`config.mk`:
```
export PLATFORM = sky130hd
export DESIGN_NAME = onehot_select_seq
export DESIGN_NICKNAME = d
export VERILOG_FILES = /design/src/rtl/onehot_select_seq.sv
export SDC_FILE = /design/constraint.sdc
export NUM_CORES = 1
export LEC_CHECK = 0
export ABC_CLOCK_PERIOD_IN_PS = 3200
export CORE_MARGIN = 2
export CORE_UTILIZATION = 45
export CTS_CLUSTER_SIZE = 20
export DETAILED_ROUTE_END_ITERATION = 10
export GPL_TIMING_DRIVEN = 0
export PLACE_DENSITY = 0.81
export SLEW_MARGIN = 10
export SYNTH_ARGS = -nofsm -noshare
export SYNTH_HDL_FRONTEND = slang
export SYNTH_SLANG_ARGS = --single-unit
```
`constraint.sdc`:
```
create_clock -name clock -period 3.2 [get_ports clock]
set_input_delay 0.8 -clock clock [delete_from_list [all_inputs] [get_ports clock]]
set_output_delay 0.8 -clock clock [all_outputs]
set_load 0.02 [all_outputs]
```
`src/rtl/onehot_select_seq.sv`:
```
`default_nettype none
// ============================================================================
// Module      : onehot_select_seq
// Description : Registered N-to-2^N one-hot selector with a slot sequencer.
//               The slot index can be loaded directly, or stepped up or down.
//               Stepping wraps at a programmable limit (LAST). The select
//               lines are registered, so they are glitch-free and follow a
//               command by exactly one clock.
// Revision    : 1.0 - initial release
// ============================================================================
module onehot_select_seq #(
    parameter int ADDR_W  = 3,
    parameter int NUM_OUT = 8,   // must equal 2**ADDR_W
    parameter int LAST    = 7    // highest legal index, 0 <= LAST <= NUM_OUT-1
) (
    input  logic               clock,
    input  logic               reset_n,
    input  logic               en,
    input  logic               load,
    input  logic [ADDR_W-1:0]  load_addr,
    input  logic               step,
    input  logic               dir,
    output logic [NUM_OUT-1:0] out,
    output logic [ADDR_W-1:0]  idx,
    output logic               wrap,
    output logic               err
);

    // Wrap limit at index width. Every compare is made against this value
    // rather than relying on 2^ADDR_W overflow, so non-power-of-two slot
    // counts sequence correctly.
    localparam logic [ADDR_W-1:0] c_last = LAST[ADDR_W-1:0];

    logic [ADDR_W-1:0]  idx_q,  idx_d;
    logic [NUM_OUT-1:0] out_q,  out_d;
    logic               wrap_q, wrap_d;
    logic               err_q,  err_d;

    // Next index and event pulses: load beats step, step beats hold.
    always_comb begin
        idx_d  = idx_q;
        wrap_d = 1'b0;
        err_d  = 1'b0;
        if (load) begin
            // A rejected load still swallows a concurrent step.
            if (load_addr <= c_last) begin
                idx_d = load_addr;
            end else begin
                err_d = 1'b1;
            end
        end else if (step) begin
            if (dir) begin
                if (idx_q == c_last) begin
                    idx_d  = '0;
                    wrap_d = 1'b1;
                end else begin
                    idx_d = idx_q + 1'b1;
                end
            end else begin
                if (idx_q == '0) begin
                    idx_d  = c_last;
                    wrap_d = 1'b1;
                end else begin
                    idx_d = idx_q - 1'b1;
                end
            end
        end
    end

    // Decode from the index being registered on this same edge, so out and
    // idx always agree. load_addr reaches the decoder only when load is high,
    // which keeps out free of X from an idle address bus.
    always_comb begin
        out_d = '0;
        if (en) begin
            out_d = NUM_OUT'(1) << idx_d;
        end
    end

    // State and output registers. An asynchronous reset drops any pending pulse.
    always_ff @(posedge clock or negedge reset_n) begin
        if (!reset_n) begin
            idx_q  <= '0;
            out_q  <= '0;
            wrap_q <= 1'b0;
            err_q  <= 1'b0;
        end else begin
            idx_q  <= idx_d;
            out_q  <= out_d;
            wrap_q <= wrap_d;
            err_q  <= err_d;
        end
    end

    assign out  = out_q;
    assign idx  = idx_q;
    assign wrap = wrap_q;
    assign err  = err_q;

endmodule
`default_nettype wire

```
==> results.toml, run 1 <==
[clock_tree]
cts_setup_buffers = 0
clk_latency_ns = 0.27
clkSinkCount = 13
cts_buffer_depth = 2
cts_resized = 0
root_buffer = "clkbuf_4"
cts_htree_levels = 1
path_clk_slew_ns = 0.07
cts_tree = "done"
cts-buffers-inserted = 3
cts_hold_buf = 0

[route]
drtAntennaViolNets = 0
routed_via_density = 5.02
initialDrtViolationCount = 5
vias = 482
first_pass_iters = 4
drc_errors = 0
routedWlPerCell_microns = 12.3
finalWirelength_microns = 1180

[floorplan]
fp.dieW_microns = 40.7
io_pins = 22
die_area_sq_um = 1660
rows = 13
core_area_sq_um = 1280
die_h_microns = 40.7
start_util_pct = 47.1

[synthesis]
ys_seq_area_share_pct = 53.7
netlist_instances = 56
syn_nets = 69
yosys.area.top_type = "dfrtp_1"
ys_ff_latch = 13
syn_area_sq_um = 606
synth-edff-count = 0
ys_warn_count = 0
ys_top_cells_by_area = "dfrtp_1, ha_1, nor3_1"
synth-main-ff-cell = "dfrtp_1"
ys_types = 21
yosys-top-cells-count = "dfrtp_1, nor3_1, inv_1, nand2b_1, ha_1"
post-synth-top-count-cell = "dfrtp_1"
synth_area_per_cell_sq_um = 10.8
ys_async_sr_fraction_pct = 100
synth_top_area_share_pct = 53.7

[sta]
final.setup.tns_ns = 0
fmax_mhz = 406
fin_worst_skew_ns = 0.00122
worst_slew_pin_slew_ns = 0.590
setup-violations-final = 0
drv_slew = 0
whs_ns = 0.793
hold_violations = 0
period_minus_slack_ns = 2.46
max_slew_margin_pct = 60.3
fin_crit_sh_pct = 77.0
rsz0062_at_grt = "false"

[critical_path]
crit_type = "in -> reg"
reg2regPathDepth = 7
setup.worst_path.end_class = "flip-flop"
r2r_start = "idx[0]"
cp-start-kind = "input port"
cp-startpoint = "dir"
arrival_ns = 2.65
reg2reg_to = "out[1]"
path_max_fanout = 8
rrSetupSlack_ns = 1.13
cp.required_ns = 3.39

[final_layout]
fill_cells = 109
n_antenna_cell = 0
final_cell_count_no_fill = 96
layout-drive-gt1-share_pct = 6.17
synthToLayoutAreaGrowth_pct = 42.1
layout.nets = 95

[power_and_ir_drop]
power_mw = 0.380
power_density_nw_per_um2 = 442
ir_drop_mv = 0.347
p_leak_nw = 0.395

[hold_path]
min_to = "wrap"
hold_path.class = "reg -> reg"
hold_depth = 3
min_from = "idx[2]"

[grt]
grt_overflow = 0
grt_pass1_vias = 411
grt_usage_pct = 17.7
grt_max_degree = 14
grt_pass1_wl_microns = 1840
antenna_found_initial = 0

[placement]
routabilityCongestion = 0.723
hpwlAfterDp_microns = 979
io_buffer_count = 21
dp_cells = 92

[run_status]
status = "complete, no violations"

[flow_run]
maxCapViolations = 0
## kinds of logic (layout without fill, tap and decap cells)
kind of cell	after synthesis	after routing	share of synthesized area, %
compound gates	8	8	10.1
buf+inv	5	30	3.10
simple gates	25	25	24.2
fa+ha+maj	4	4	8.26
other cells	1	1	0.619
flops	13	13	53.7
## cell type report
cell class | count | area, sq um | share of cell area, %
Clock buffer | 4 | 26.3 | 3.05
Inverter | 5 | 18.8 | 2.18
Timing Repair Buffer | 21 | 210 | 24.4
Sequential cell | 13 | 325 | 37.8
Multi-Input combinational cell | 38 | 262 | 30.4
Tap cell | 15 | 18.8 | 2.18
## per-stage QoR
step	instance area (sq um)	util, %	setup slack, ns
5_1_grt	861	67.0	0.618
3_5_place_dp	835	64.9	0.460
3_3_place_gp	835	64.9	0.526
4_1_cts	861	67.0	0.739
6_report	861	67.0	0.736
2_1_floorplan	606	-	1.27
## per-layer routing
metal,up-vias,routed length (microns),track usage [%]
met5,-,0,0
met4,0,0,2.50
met3,0,43,8.15
met2,9,640,30.6
met1,230,498,20.4
li1,243,-,-
## how the worst max path moves through the flow
stage / depth (start not counted) / slack [ns] / end
after floorplan: 4 / 1.27 / out[4]
after global placement: 6 / 0.53 / out[1]
after detailed placement: 6 / 0.46 / out[1]
after CTS: 6 / 0.74 / out[1]
after global routing: 6 / 0.62 / out[1]
final: 6 / 0.74 / out[1]
## flip-flops by register name, indices dropped and copies added, names as in the netlist
| signal | count |
|---|---|
| idx | 3 |
| out | 8 |
| err | 1 |
| wrap | 1 |
## where the power goes
part / total [mW] / switching, mW / internal (mW)
combinational: 0.101 / 0.0534 / 0.0473
sequential: 0.182 / 0.00747 / 0.175
clock: 0.0973 / 0.0490 / 0.0483
total: 0.380 / 0.110 / 0.270
## critical path, cell delays in order
cell             delay [ns]
clkdlybuf4s50_1        0.52
and2b_1                0.26
a221oi_1               0.09
o31ai_1                0.55
inv_1                  0.20
nor3_1                 0.22
## cell usage in the layout (no fill, tap or decap)
master,instances
clkbuf_4,3
dfrtp_1,13
and3b_1,1
o31ai_2,1
o21a_1,1
clkdlybuf4s50_1,21
inv_1,5
nor2_1,3
nor4_1,1
nand2b_1,5
o31ai_1,1
ha_1,4
a21bo_1,1
a221oi_1,1
nor2b_1,1
nand3_1,1
or4_4,1
and2b_1,1
clkbuf_1,1
conb_1,1
nand2_1,1
nor3_1,8
a21oi_1,3
nor3b_1,2
Power figures use the tool's default switching activity.
==> run 2, diff against run 1 <==
--- a/config.mk
+++ b/config.mk
@@ -5,13 +5,13 @@
 export SDC_FILE = /design/constraint.sdc
 export NUM_CORES = 1
 export LEC_CHECK = 0
-export ABC_CLOCK_PERIOD_IN_PS = 3200
+export ABC_CLOCK_PERIOD_IN_PS = 2600
 export CORE_MARGIN = 2
-export CORE_UTILIZATION = 45
+export CORE_UTILIZATION = 42
 export CTS_CLUSTER_SIZE = 20
 export DETAILED_ROUTE_END_ITERATION = 10
 export GPL_TIMING_DRIVEN = 0
-export PLACE_DENSITY = 0.81
+export PLACE_DENSITY = 0.76
 export SLEW_MARGIN = 10
 export SYNTH_ARGS = -nofsm -noshare
 export SYNTH_HDL_FRONTEND = slang
==> constraint.sdc (replaced) <==
create_clock -name clock -period 2.6 [get_ports clock]
set_input_delay 0.65 -clock clock [delete_from_list [all_inputs] [get_ports clock]]
set_output_delay 0.65 -clock clock [all_outputs]
set_load 0.02 [all_outputs]
==> results.toml, run 2 (synthesis results as in run 1) <==
[route]
top_layer_used = "met4"
drtAntennaViolNets = 0
drc_errors = 0
routed_via_density = 4.86
vias = 467
first_pass_iters = 2
wl_met1_microns = 524
initialDrtViolationCount = 1
wl_met3_microns = 57
finalWirelength_microns = 1100
routedWlPerCell_microns = 11.4
dr_wl_met2_microns = 505

[sta]
hold_violations = 0
fmax_mhz = 442
max_slew_margin_pct = 60.5
fin_crit_sh_pct = 87.1
setup-violations-final = 0
final.setup.tns_ns = 0
drv_slew = 0
period_minus_slack_ns = 2.26
rsz0062_at_grt = "false"
worst_slew_pin_slew_ns = 0.587
fin_worst_skew_ns = 0.00172

[final_layout]
n_antenna_cell = 0
final_common_cell = "clkdlybuf4s50_1"
largest_register_ffs = 8
fill_cells = 104
synthToLayoutAreaGrowth_pct = 42.1
multi_input_area_sq_um = 262
finalInstanceArea_sq_um = 861
final_cell_mix = "clkdlybuf4s50_1, dfrtp_1, nor3_1"
layout.nets = 95
layout-drive-gt1-share_pct = 6.17
seq_area_sq_um = 325

[placement]
placed_area_sq_um = 835
routabilityCongestion = 0.756
io_buffer_count = 21
hpwlAfterDp_microns = 858

[critical_path]
max_stage_delay_ns = 0.54
cp_top_family = "buffers and inverters"
worstPathCellList = "clkdlybuf4s50_1 -> and2b_1 -> a221oi_1 -> o31ai_1 -> inv_1 -> nor3_1"
crit_type = "in -> reg"
critical_path_buf_inv_count = 2
arrival_ns = 2.45
path_max_fanout = 8
cp.required_ns = 2.78
setup.worst_path.end_class = "flip-flop"
cp-start-kind = "input port"
slowest_stage = "o31ai_1"

[power_and_ir_drop]
ir_drop_mv = 0.375
p_leak_nw = 0.395
power_density_nw_per_um2 = 539

[grt]
grt_pass1_vias = 426
grt_pass1_wl_microns = 1880
antenna_found_initial = 0
grt_usage_pct = 14.4
grt_max_degree = 14
grt_overflow = 0

[flow_run]
maxCapViolations = 0

[run_status]
status = "complete, no violations"

[clock_tree]
path_clk_slew_ns = 0.07
cts_tree = "done"
cts_buffer_depth = 2
cts_htree_levels = 1
cts_hold_buf = 0
clk_latency_ns = 0.27
cts_resized = 0
cts-buffers-inserted = 3
cts_setup_buffers = 0
root_buffer = "clkbuf_4"
clkSinkCount = 13

[floorplan]
rows = 13
start_util_pct = 46.0
fp.dieW_microns = 42.0
die_h_microns = 42.0
core_area_sq_um = 1320
io_pins = 22
die_area_sq_um = 1760

[hold_path]
hold_path.class = "in -> async"
## run 2: cell counts in the layout (fill, tap and decap cells not counted)
No cell type changed its count.
## run 2: final cells by class
| type | count | share of cell area [%] |
|---|---|---|
| flip-flops and latches | 13 | 37.8 |
| inverters | 5 | 2.18 |
| well taps | 15 | 2.18 |
| multi-input cells | 38 | 30.4 |
| clock buffers | 4 | 3.05 |
| repair buffers | 21 | 24.4 |
## run 2: per-layer routing
metal,track usage (%),vias to the layer above
met4,3.87,0
met3,6.90,2
li1,-,244
met5,0,-
met1,18.8,211
met2,21.3,10
## run 2: worst register-to-register path, delay by kind of cell, from the launching register on
family,cells,cell delay [ns]
AOI/OAI and AO/OA,2,0.62
DFF,1,0.39
adders and majority gates,1,0.30
and+or+nand+nor,2,0.34
buffers and inverters,2,0.31
## run 2: report_power, final
group / total, mW / switching (mW) / internal [mW]
clock: 0.119 / 0.0600 / 0.0594
sequential: 0.224 / 0.00870 / 0.215
combinational: 0.121 / 0.0632 / 0.0581
## run 2: stage by stage
stage	total power, mW	cells	hold slack [ns]	worst slack, ns	utilization (%)
floorplan	0.293	56	0.354	0.709	-
global placement	0.348	92	0.730	0.0531	63.3
detailed placement	0.350	92	0.737	0.0488	63.3
CTS	0.471	96	0.741	0.334	65.3
global route	0.497	96	0.787	0.114	65.3
finish	0.464	96	0.735	0.335	65.3
## run 2: worst paths after layout
check	start	end	slack (ns)	cells after the start
max in group asynchronous	reset_n	out[0]	1.50	1
min in group clock	idx[2]	wrap	0.74	3
worst min-delay path	reset_n	err	0.73	1
worst max-delay path	dir	out[0]	0.34	6
worst min register to register	idx[2]	wrap	0.74	3
worst max register to register	idx[0]	out[0]	0.57	7
==> run 3, diff against run 2 <==
--- a/config.mk
+++ b/config.mk
@@ -6,10 +6,10 @@
 export NUM_CORES = 1
 export LEC_CHECK = 0
 export ABC_CLOCK_PERIOD_IN_PS = 2600
-export CORE_MARGIN = 2
 export CORE_UTILIZATION = 42
 export CTS_CLUSTER_SIZE = 20
 export DETAILED_ROUTE_END_ITERATION = 10
+export GPL_ROUTABILITY_DRIVEN = 0
 export GPL_TIMING_DRIVEN = 0
 export PLACE_DENSITY = 0.76
 export SLEW_MARGIN = 10
==> results.toml, run 3 (synthesis results as in run 1) <==
[run_status]
status = "complete, no violations"

[sta]
fmax_mhz = 429
rsz0062_at_grt = "false"
drv_slew = 0
period_minus_slack_ns = 2.33
hold_violations = 0
max_slew_margin_pct = 59.5
fin_crit_sh_pct = 89.7
worst_slew_pin_slew_ns = 0.603
setup-violations-final = 0
fin_worst_skew_ns = 0.00412
final.setup.tns_ns = 0

[route]
vias = 481
drtAntennaViolNets = 0
routedWlPerCell_microns = 11.3
first_pass_iters = 3
top_layer_used = "met3"
drc_errors = 0
dr_wl_met2_microns = 501
finalWirelength_microns = 1090
wl_met3_microns = 40
initialDrtViolationCount = 16
wl_met1_microns = 546
routed_via_density = 5.01

[clock_tree]
cts_tree = "done"
clkSinkCount = 13
clk_latency_ns = 0.27
path_clk_slew_ns = 0.08
cts_resized = 0
cts-buffers-inserted = 3
root_buffer = "clkbuf_4"
cts_hold_buf = 0
cts_htree_levels = 1
cts_buffer_depth = 2
cts_setup_buffers = 0

[floorplan]
fp.dieW_microns = 40.0
core_area_sq_um = 1320
die_h_microns = 40.0
die_area_sq_um = 1600
io_pins = 22
start_util_pct = 46.0
rows = 13

[critical_path]
crit_type = "in -> reg"
cp-start-kind = "input port"
slowest_stage = "o31ai_1"
max_stage_delay_ns = 0.56
arrival_ns = 2.50
critical_path_buf_inv_count = 2
setup.worst_path.end_class = "flip-flop"
cp_top_family = "buffers and inverters"
cp.required_ns = 2.77
path_max_fanout = 8
worstPathCellList = "clkdlybuf4s50_1 -> and2b_1 -> a221oi_1 -> o31ai_1 -> inv_1 -> nor3_1"

[final_layout]
n_antenna_cell = 0
final_cell_mix = "clkdlybuf4s50_1, dfrtp_1, nor3_1"
fill_cells = 116
final_cell_count_no_fill = 96
largest_register_ffs = 8
layout.nets = 95
final_common_cell = "clkdlybuf4s50_1"
layout-drive-gt1-share_pct = 7.41
synthToLayoutAreaGrowth_pct = 42.4

[flow_run]
maxCapViolations = 0

[placement]
hpwlAfterDp_microns = 883
io_buffer_count = 21
dp_cells = 92

[power_and_ir_drop]
power_density_nw_per_um2 = 540
pwr-share-clk_pct = 25.9
intPower_mw = 0.330
p_leak_nw = 0.397
ir_drop_mv = 0.393
p_seq_share_pct = 48.0
power_mw = 0.466
p_sw_mw = 0.136
power_frac_comb_pct = 26.2
swShare_pct = 29.2

[grt]
grt_usage_pct = 17.0
grt_overflow = 0
grt_max_degree = 14
grt_pass1_vias = 400
antenna_found_initial = 0
grt_pass1_wl_microns = 1760

[hold_path]
hold_path.class = "in -> async"
-- run 3: changes by cell type in the layout (fill, tap and decap cells not counted) --
cell,delta
clkbuf_1,-1
clkinv_2,+1
-- run 3: layout make-up --
class	count	area [sq um]	share of cell area, %
multi-input cells	38	262	30.3
repair buffers	21	210	24.4
clock inverters	1	5.00	0.581
inverters	5	18.8	2.18
flip-flops and latches	13	325	37.7
well taps	15	18.8	2.18
clock buffers	3	22.5	2.61
-- run 3: metrics by stage --
stage / cell area (sq um) / setup slack, ns / hold slack, ns / util [%]
3_5_place_dp: 835 / 0.0151 / 0.721 / 63.3
3_3_place_gp: 835 / 0.0803 / 0.734 / 63.3
2_1_floorplan: 606 / 0.709 / 0.354 / -
6_report: 862 / 0.268 / 0.733 / 65.4
5_1_grt: 862 / 0.0805 / 0.772 / 65.4
4_1_cts: 862 / 0.295 / 0.740 / 65.4
-- run 3: path summary, 6_finish.rpt --
check / start / to / slack, ns / depth (start not counted)
setup / recovery: dir / out[5] / 0.27 / 6
hold / removal: reset_n / out[6] / 0.73 / 1
setup reg to reg: idx[0] / out[5] / 0.49 / 7
hold reg to reg: idx[2] / wrap / 0.74 / 3
max in group asynchronous: reset_n / out[3] / 1.50 / 1
min in group clock: idx[2] / wrap / 0.74 / 3
-- run 3: metal layers --
metal / vias to the layer above / global-route usage, %
met5: - / 0
met4: 0 / 5.17
met3: 0 / 5.00
met2: 12 / 23.8
met1: 223 / 24.9
li1: 246 / -
-- run 3: power by group through the flow --
stage,clock network (mW),registers (mW),logic [mW]
after floorplan,0,0.243,0.0500
after global placement,0,0.228,0.121
after detailed placement,0,0.228,0.123
after CTS,0.123,0.224,0.123
after global routing,0.132,0.226,0.137
final,0.121,0.223,0.122
